[config.mk]
export PLATFORM = sky130hd
export DESIGN_NAME = uart_rx
export DESIGN_NICKNAME = d
export VERILOG_FILES = /design/src/rtl/uart_rx_pkg.sv /design/src/rtl/uart_rx_sync.sv /design/src/rtl/uart_rx.sv
export SDC_FILE = /design/constraint.sdc
export NUM_CORES = 1
export LEC_CHECK = 0
export CORE_MARGIN = 2
export CORE_UTILIZATION = 40
export CTS_CLUSTER_SIZE = 14
export DETAILED_ROUTE_END_ITERATION = 10
export SYNTH_ARGS = -nofsm -noshare
export SYNTH_HDL_FRONTEND = slang
export SYNTH_SLANG_ARGS = --single-unit
[constraint.sdc]
create_clock -name CLK_I -period 3 [get_ports CLK_I]
set_clock_uncertainty 0.1 [all_clocks]
set_input_delay 0.75 -clock CLK_I [delete_from_list [all_inputs] [get_ports CLK_I]]
set_output_delay 0.75 -clock CLK_I [all_outputs]
set_load 0.02 [all_outputs]
[src/rtl/uart_rx_pkg.sv]
// Shared definitions for the board UART receiver: FSM states, frame constants and baud divider.
// The optional 8E1 frame format is selected with the UART_RX_PARITY_EN macro in uart_rx.sv.
package uart_rx_pkg;

  typedef enum logic [2:0] {
    ST_IDLE,
    ST_START,
    ST_DATA,
    ST_PARITY,
    ST_STOP,
    ST_BREAK
  } rx_state_t;

  localparam int DATA_BITS = 8;
  localparam int MIN_DIV   = 8;

  // Clock cycles per bit, rounded to the nearest integer.
  function automatic int calc_div(input int clk_hz, input int baud);
    return (clk_hz + baud / 2) / baud;
  endfunction

endpackage

[src/rtl/uart_rx_sync.sv]
// Two-flop synchronizer for an asynchronous input plus a registered falling-edge detect.
// All flops reset to 1 so an idle-high line never produces a spurious edge out of reset.
module uart_rx_sync (
  input  logic clk,
  input  logic rst,
  input  logic din,
  output logic sync,
  output logic fall
);

  logic meta;
  logic stage;
  logic prev;

  always_ff @(posedge clk) begin
    if (rst) begin
      meta  <= 1'b1;
      stage <= 1'b1;
      prev  <= 1'b1;
    end else begin
      meta  <= din;
      stage <= meta;
      prev  <= stage;
    end
  end

  assign sync = stage;
  assign fall = prev & ~stage;

endmodule

[src/rtl/uart_rx.sv]
// UART receiver: deserialises 8N1 frames (8E1 when UART_RX_PARITY_EN is defined) from RX_I
// and presents each byte on a valid/ready handshake with frame, overrun and parity error pulses.
module uart_rx
  import uart_rx_pkg::*;
#(
  parameter int CLK_FREQ_HZ = 12000000,
  parameter int BAUD        = 115200
) (
  input  logic       CLK_I,
  input  logic       RST_I,
  input  logic       RX_I,
  output logic [7:0] DATA_O,
  output logic       VALID_O,
  input  logic       READY_I,
  output logic       FRAME_ERR_O,
  output logic       OVERRUN_O,
  output logic       PARITY_ERR_O
);

  localparam int DIV = calc_div(CLK_FREQ_HZ, BAUD);
  localparam int CW  = $clog2(DIV);
  localparam logic [CW-1:0] HALF_RELOAD = CW'(DIV / 2 - 1);
  localparam logic [CW-1:0] FULL_RELOAD = CW'(DIV - 1);
  localparam logic [2:0]    LAST_BIT    = 3'(DATA_BITS - 1);

  if (DIV < MIN_DIV) begin : g_div_check
    $error("uart_rx: clock-to-baud divider is below the minimum of 8");
  end

  logic rx_sync;
  logic rx_fall;

  uart_rx_sync u_sync (
    .clk  (CLK_I),
    .rst  (RST_I),
    .din  (RX_I),
    .sync (rx_sync),
    .fall (rx_fall)
  );

  rx_state_t      state_q, state_d;
  logic [CW-1:0]  cnt_q, cnt_d;
  logic [2:0]     bit_q, bit_d;
  logic [7:0]     shift_q, shift_d;
  logic           frame_good;
  logic           frame_err;
  logic           cnt_zero;

  assign cnt_zero = (cnt_q == '0);

  always_ff @(posedge CLK_I) begin
    if (RST_I) begin
      state_q <= ST_IDLE;
      cnt_q   <= '0;
      bit_q   <= '0;
      shift_q <= '0;
    end else begin
      state_q <= state_d;
      cnt_q   <= cnt_d;
      bit_q   <= bit_d;
      shift_q <= shift_d;
    end
  end

`ifdef UART_RX_PARITY_EN
  logic par_err;
  logic par_err_q;
`endif

  // Every sampling state waits for the counter to hit zero, which lands on mid-bit.
  always_comb begin
    state_d    = state_q;
    cnt_d      = cnt_zero ? cnt_q : cnt_q - 1'b1;
    bit_d      = bit_q;
    shift_d    = shift_q;
    frame_good = 1'b0;
    frame_err  = 1'b0;
`ifdef UART_RX_PARITY_EN
    par_err    = 1'b0;
`endif

    case (state_q)
      ST_IDLE: begin
        if (rx_fall) begin
          cnt_d   = HALF_RELOAD;
          state_d = ST_START;
        end
      end

      ST_START: begin
        if (cnt_zero) begin
          if (!rx_sync) begin
            cnt_d   = FULL_RELOAD;
            bit_d   = '0;
            state_d = ST_DATA;
          end else begin
            state_d = ST_IDLE;
          end
        end
      end

      ST_DATA: begin
        if (cnt_zero) begin
          shift_d = {rx_sync, shift_q[7:1]};
          cnt_d   = FULL_RELOAD;
          if (bit_q == LAST_BIT) begin
`ifdef UART_RX_PARITY_EN
            state_d = ST_PARITY;
`else
            state_d = ST_STOP;
`endif
          end else begin
            bit_d = bit_q + 1'b1;
          end
        end
      end

`ifdef UART_RX_PARITY_EN
      ST_PARITY: begin
        if (cnt_zero) begin
          par_err = (rx_sync != ^shift_q);
          cnt_d   = FULL_RELOAD;
          state_d = ST_STOP;
        end
      end
`endif

      ST_STOP: begin
        if (cnt_zero) begin
          if (rx_sync) begin
            frame_good = 1'b1;
            state_d    = ST_IDLE;
          end else begin
            frame_err  = 1'b1;
            state_d    = ST_BREAK;
          end
        end
      end

      // A held-low line must return high before a new start bit is accepted.
      ST_BREAK: begin
        if (rx_sync) begin
          state_d = ST_IDLE;
        end
      end

      default: begin
        state_d = ST_IDLE;
      end
    endcase
  end

  // A byte completing in the same cycle the old one is accepted replaces it without overrun.
  always_ff @(posedge CLK_I) begin
    if (RST_I) begin
      DATA_O      <= '0;
      VALID_O     <= 1'b0;
      FRAME_ERR_O <= 1'b0;
      OVERRUN_O   <= 1'b0;
    end else begin
      FRAME_ERR_O <= frame_err;
      OVERRUN_O   <= frame_good && VALID_O && !READY_I;
      if (frame_good && (!VALID_O || READY_I)) begin
        DATA_O  <= shift_q;
        VALID_O <= 1'b1;
      end else if (VALID_O && READY_I) begin
        VALID_O <= 1'b0;
      end
    end
  end

`ifdef UART_RX_PARITY_EN
  always_ff @(posedge CLK_I) begin
    if (RST_I) begin
      par_err_q <= 1'b0;
    end else begin
      par_err_q <= par_err;
    end
  end

  assign PARITY_ERR_O = par_err_q;
`else
  assign PARITY_ERR_O = 1'b0;
`endif

endmodule

* Word level (Yosys, flattened, before mapping)
Index checks and enable logic that the tools add are counted.
** Storage, ports and cells
- Register bits after elaboration :: 35
- Latch bits :: 0
- RAM bits :: 0
- Memory bits (read-only) :: 0
- Input bits :: 4
- Output and inout bits :: 12
- Logic and storage cells :: 71
- Memories kept :: 0
** Cells by class
- Add/subtract/negate cells :: 2
- $mul :: 0
- Div/mod/pow operators :: 0
- $lt $le $gt $ge :: 0
- Equal/unequal tests :: 13
- Shift operators :: 0
- Multiplexer cells :: 26
- Bitwise operators :: 4
- Reduce and logical (&&, ||, !) cells :: 15
** Operators with widths (count)
- 7-bit 2-to-1 mux :: 5
- 3-bit 2-to-1 mux :: 11
- 7-bit one-hot mux with 3 select lines :: 1
- 3-bit one-hot mux with 5 select lines :: 1
- 2-bit inequality test (second input constant) :: 7
- 3-bit == test (second input constant) :: 3
- 7-bit logical NOT :: 1
- 7-bit by 1-bit subtractor with 7-bit output (second input constant) :: 1
- 1-bit 2-to-1 mux :: 6
- 3-bit one-hot mux with 2 select lines :: 1
- 6-bit AND reduction :: 1
- 5-bit AND reduction :: 1
- 1-bit logical AND :: 4
- 2-bit nonzero test :: 2
- 3-bit by 1-bit adder with 3-bit output (second input constant) :: 1
- 3-bit by 1-bit == test with 1-bit output (second input constant) :: 1
- 3-bit by 2-bit == test with 1-bit output (second input constant) :: 1
- 3-bit logical NOT :: 1
- 1-bit inverter :: 3
- 3-bit OR reduction :: 1
- 1-bit logical NOT :: 2
- 2-bit 2-to-1 mux :: 1
- 2-bit by 1-bit inequality test with 1-bit output (second input constant) :: 1
- 2-bit AND reduction :: 1
- 2 further kinds :: 2

* Depth between registers and ports, before layout
- Depth after elaboration :: 5
- Depth in mapped cells :: 10
- Gate-level depth less buffers :: 10

* By module
Synthesis repeated with hierarchy kept, for this count alone.
** Unflattened totals
- Cells, all modules :: 176
- Area, all modules :: 1596.5 um^2
** Modules (own cells, without submodules)
- uart_rx :: instances 1, cells each 169, area each 1511.4 um^2, sequential area each 640.6 um^2
- uart_rx_sync :: instances 1, cells each 7, area each 85.1 um^2, sequential area each 60.1 um^2

* Least setup slack after synthesis
No wires, ideal clock.
- Path type :: reg2reg
- From :: register cnt_q[5]
- To :: register cnt_q[0]
- Library setup time :: 132 ps
- Data arrival time :: 1905 ps
- Data required time :: 2768 ps
- Setup slack :: 863 ps
- Cell stages (with the launch flop) :: 9
- Path buffers :: 0
- Period minus slack after synthesis :: 2137 ps
- Path through :: dfxtp_1 or4_4 nor2_4 inv_2 ha_1 nand2_1 o31ai_1 a221oi_1 a21oi_1
** Between the ends
- Longest elaborated chain between the ends :: 5
- Elaborated cells on any way between the ends :: 7
- Classes of those cells :: 6 x mux; 1 x reduce/logical
** Ends and longest elaborated chain
- start, declared :: line uart_rx.sv:42 : logic [CW-1:0] cnt_q, cnt_d;
- start signal, assigned :: line uart_rx.sv:59 : cnt_q <= cnt_d;
- 7-bit logical NOT * :: line uart_rx.sv:49 : assign cnt_zero = (cnt_q == '0);
- 7-bit 2-to-1 mux :: line uart_rx.sv:73 : cnt_d = cnt_zero ? cnt_q : cnt_q - 1'b1;
- 7-bit 2-to-1 mux :: line uart_rx.sv:92 : if (!rx_sync) begin
- 7-bit 2-to-1 mux :: line uart_rx.sv:91 : if (cnt_zero) begin
- 7-bit one-hot mux with 3 select lines * :: line uart_rx.sv:82 : case (state_q)
Every way passes the cells marked *; elsewhere a longest branch is shown, timed or not.
A chain may end at the register's enable or synchronous reset.

* Worst setup path in the final report
Same ends and word-level chain as after synthesis.

==> qor.csv <==
stage,metric,value,unit
power_and_ir_drop,report.power.total,1.43,mW
clock_network,cts.clk_slew.worst_paths,0.07,ns
clock_network,worstSkewPairLatency,0.29,ns
setup_path,critPathArrivalTime,2.32,ns
logic_synthesis,synth_mux_area_share,6.30,%
placed_design,place_congestion,0.791,
timing,period_needed,2.26,ns
setup_path,worst_setup_path_end_kind,register,
detailed_routing,first_pass_iters,4,
logic_synthesis,synth_top_family_by_area,simple AND/OR/NAND/NOR gates,
worst_hold_path,hp-class,register to register,
floorplan,ios,16,
detailed_routing,ant_nets,0,
clock_network,cts_resized,0,
logic_synthesis,synth_ff_type,dfxtp_1,
logic_synthesis,async_reset_ff_share,0,%
final_layout,nNetsFinal,197,
detailed_routing,remaining_drc_errors,0,
timing,rsz0062_at_grt,false,
floorplan,rows,22,
placed_design,portBuffers,14,
logic_synthesis,synth_xor_area_share,1.65,%
logic_synthesis,syn-num-nets,183,
floorplan,start_util,42.4,%
detailed_routing,wl_per_cell,13.6,um
grt,grt_usage,16.7,%
logic_synthesis,synth_compound_area_share,13.5,%
outcome,status,"complete, no violations",
clock_network,clock_sinks,35,
setup_path,crit_type,register to register,
timing,hold_viol_final,0,
detailed_routing,drtIter0Drc,113,
logic_synthesis,yosysUniqueCellTypes,44,
logic_synthesis,synthCells,174,
setup_path,crit_fanout,6,
logic_synthesis,synth_edf_count,0,
logic_synthesis,yosysTopAreaCell,dfxtp_1,
timing,max_slew_margin,58.8,%
clock_network,cts_tree,yes,
logic_synthesis,synth-simple-area-share,27.1,%
logic_synthesis,yosysWarningCount,0,
floorplan,die_area,4490,sq um
floorplan,chipWidth,67.0,um
grt,grt_overflow,0,
grt,grt_pass1_vias,1214,
power_and_ir_drop,power.density,765,nW/um^2
clock_network,cts_hold_buf,0,
power_and_ir_drop,peakVddDrop,0.000542,V
final_layout,drive_gt1_share,10.1,%
timing,slew_viol_final,0,
timing,worstMarginPinSlew,0.615,ns
floorplan,core,3740,sq um
clock_network,cts-buffers-inserted,5,
power_and_ir_drop,p_leak,0.703,nW
logic_synthesis,yosys-top-cells-count,"35 x dfxtp_1, 21 x nor2_1, 15 x a21oi_1",
grt,antenna_found_initial,0,
detailed_routing,wirelength,3220,um
logic_synthesis,synthTopCellsByArea,"dfxtp_1 44%, mux2i_1 6.3%, nor2_1 5.0%",
logic_synthesis,seq_area_frac_synth,44.1,%
detailed_routing,num_vias,1298,
timing,maxClockFrequency,442,MHz
timing,finalCritPeriodShare,75.5,%
clock_network,cts-htree-levels,2,
logic_synthesis,ys_ff_latch,35,
logic_synthesis,yosysTopAreaCellShare,44.1,%
clock_network,postCtsSetupRepairBufs,0,
placed_design,dp.cells,229,
timing,setup_viol,0,
final_layout,diodes,0,
clock_network,cts_root_buf,clkbuf_8,
final_layout,syn2layout_area_growth,17.6,%
placed_design,hpwl,2280,um
setup_path,startpoint_type,register,
final_layout,finalNonFillerCells,237,
logic_synthesis,netlist_area,1590,sq um
logic_synthesis,synthAdderAreaFrac,3.94,%
job,max-cap-violations,0,
setup_path,worstPathRequired,3.05,ns
timing,tns,0,ns
logic_synthesis,postSynthAreaPerCell,9.13,sq um
floorplan,die_h,67.0,um
clock_network,cts_buffer_depth,2,
final_layout,nFillCells,361,
logic_synthesis,synth.most_common_cell,dfxtp_1,
detailed_routing,drt-vias-per-instance,5.48,
grt,grt_pass1_wl,5600,um
grt,grt_max_degree,20,
-- report_power, final --
| part | leakage (nW) | total (mW) | internal, mW | switching [mW] |
|---|---|---|---|---|
| registers | 0.284 | 0.578 | 0.511 | 0.0671 |
| logic | 0.368 | 0.472 | 0.198 | 0.274 |
| clock network | 0.0505 | 0.380 | 0.209 | 0.171 |
| total | 0.703 | 1.43 | 0.918 | 0.512 |
-- logic make-up (layout without fill, tap and decap cells) --
logic type               count (synthesis)  in the layout
multiplexers                            10             10
XOR/XNOR                                 3              3
AO/OA/AOI/OAI                           31             31
flip-flops                              35             35
adder cells (fa/ha/maj)                  5              5
AND/OR/NAND/NOR                         77             77
other                                    1              1
buffers and inverters                   12             27
-- registers in the layout, summed over array words and instances (netlist names) --
| signal | count |
|---|---|
| u_sync.meta | 1 |
| shift_q | 8 |
| bit_q | 3 |
| FRAME_ERR_O | 1 |
| DATA_O | 8 |
| u_sync.sync | 1 |
| VALID_O | 1 |
| state_q | 3 |
| u_sync.prev | 1 |
| OVERRUN_O | 1 |
| cnt_q | 7 |
-- layout by cell type (no fill, tap or decap), types with 2 or more instances in the layout --
cell	instances
dfxtp_1	35
nor2_1	21
a21oi_1	15
clkdlybuf4s50_1	14
nand2_1	12
nand3_1	11
mux2i_1	10
clkbuf_8	7
nand2b_1	6
nor3_1	6
ha_1	5
nor2b_1	3
or2_2	3
inv_1	2
xnor2_1	2
or3b_1	2
a211oi_1	2
nor3b_1	2
o31ai_1	2
o21bai_1	2
nor4bb_1	2
a31oi_1	2
buf_4	2
-- routing by layer --
layer / routed length [um] / global-route usage (%) / vias to the layer above
li1: - / - / 644
met1: 1490 / 21.3 / 614
met2: 1520 / 25.2 / 37
met3: 174 / 4.39 / 3
met4: 32 / 9.18 / 0
met5: 0 / 0 / -
-- worst max-delay path: stages, from the launching register on --
cell and delay (ns):
dfxtp_1 0.35, or4_4 0.60, nor2_4 0.14, inv_2 0.08
ha_1 0.31, nand2_1 0.09, o31ai_1 0.08, a221oi_1 0.27
a21oi_1 0.10
-- per-stage QoR --
stage | hold slack [ns] | utilization [%] | area [sq um] | worst slack [ns]
2_1_floorplan | 0.289 | - | 1590 | 0.863
3_3_place_gp | 0.296 | 47.1 | 1760 | 0.689
3_5_place_dp | 0.295 | 47.1 | 1760 | 0.597
4_1_cts | 0.312 | 49.9 | 1870 | 0.737
5_1_grt | 0.321 | 49.9 | 1870 | 0.596
6_report | 0.311 | 49.9 | 1870 | 0.736
-- path summary, 6_finish.rpt --
| check | startpoint | endpoint | slack (ns) | cells past startpoint |
|---|---|---|---|---|
| worst max-delay path | cnt_q[5] | cnt_q[0] | 0.74 | 8 |
| worst max register to register | cnt_q[5] | cnt_q[0] | 0.74 | 8 |
| worst min register to register | u_sync.meta | u_sync.sync | 0.31 | 1 |
| worst min-delay path | u_sync.meta | u_sync.sync | 0.31 | 1 |
-- area by class of cell --
type / count / area (sq um) / share of cell area [%]
Multi-Input combinational cell: 127 / 837 / 44.8
Clock buffer: 7 / 96.3 / 5.16
Timing Repair Buffer: 16 / 155 / 8.31
Sequential cell: 35 / 701 / 37.5
Tap cell: 48 / 60.1 / 3.22
Clock inverter: 1 / 7.51 / 0.402
Inverter: 3 / 11.3 / 0.603
Note: power is estimated with default switching activity, not from simulation.
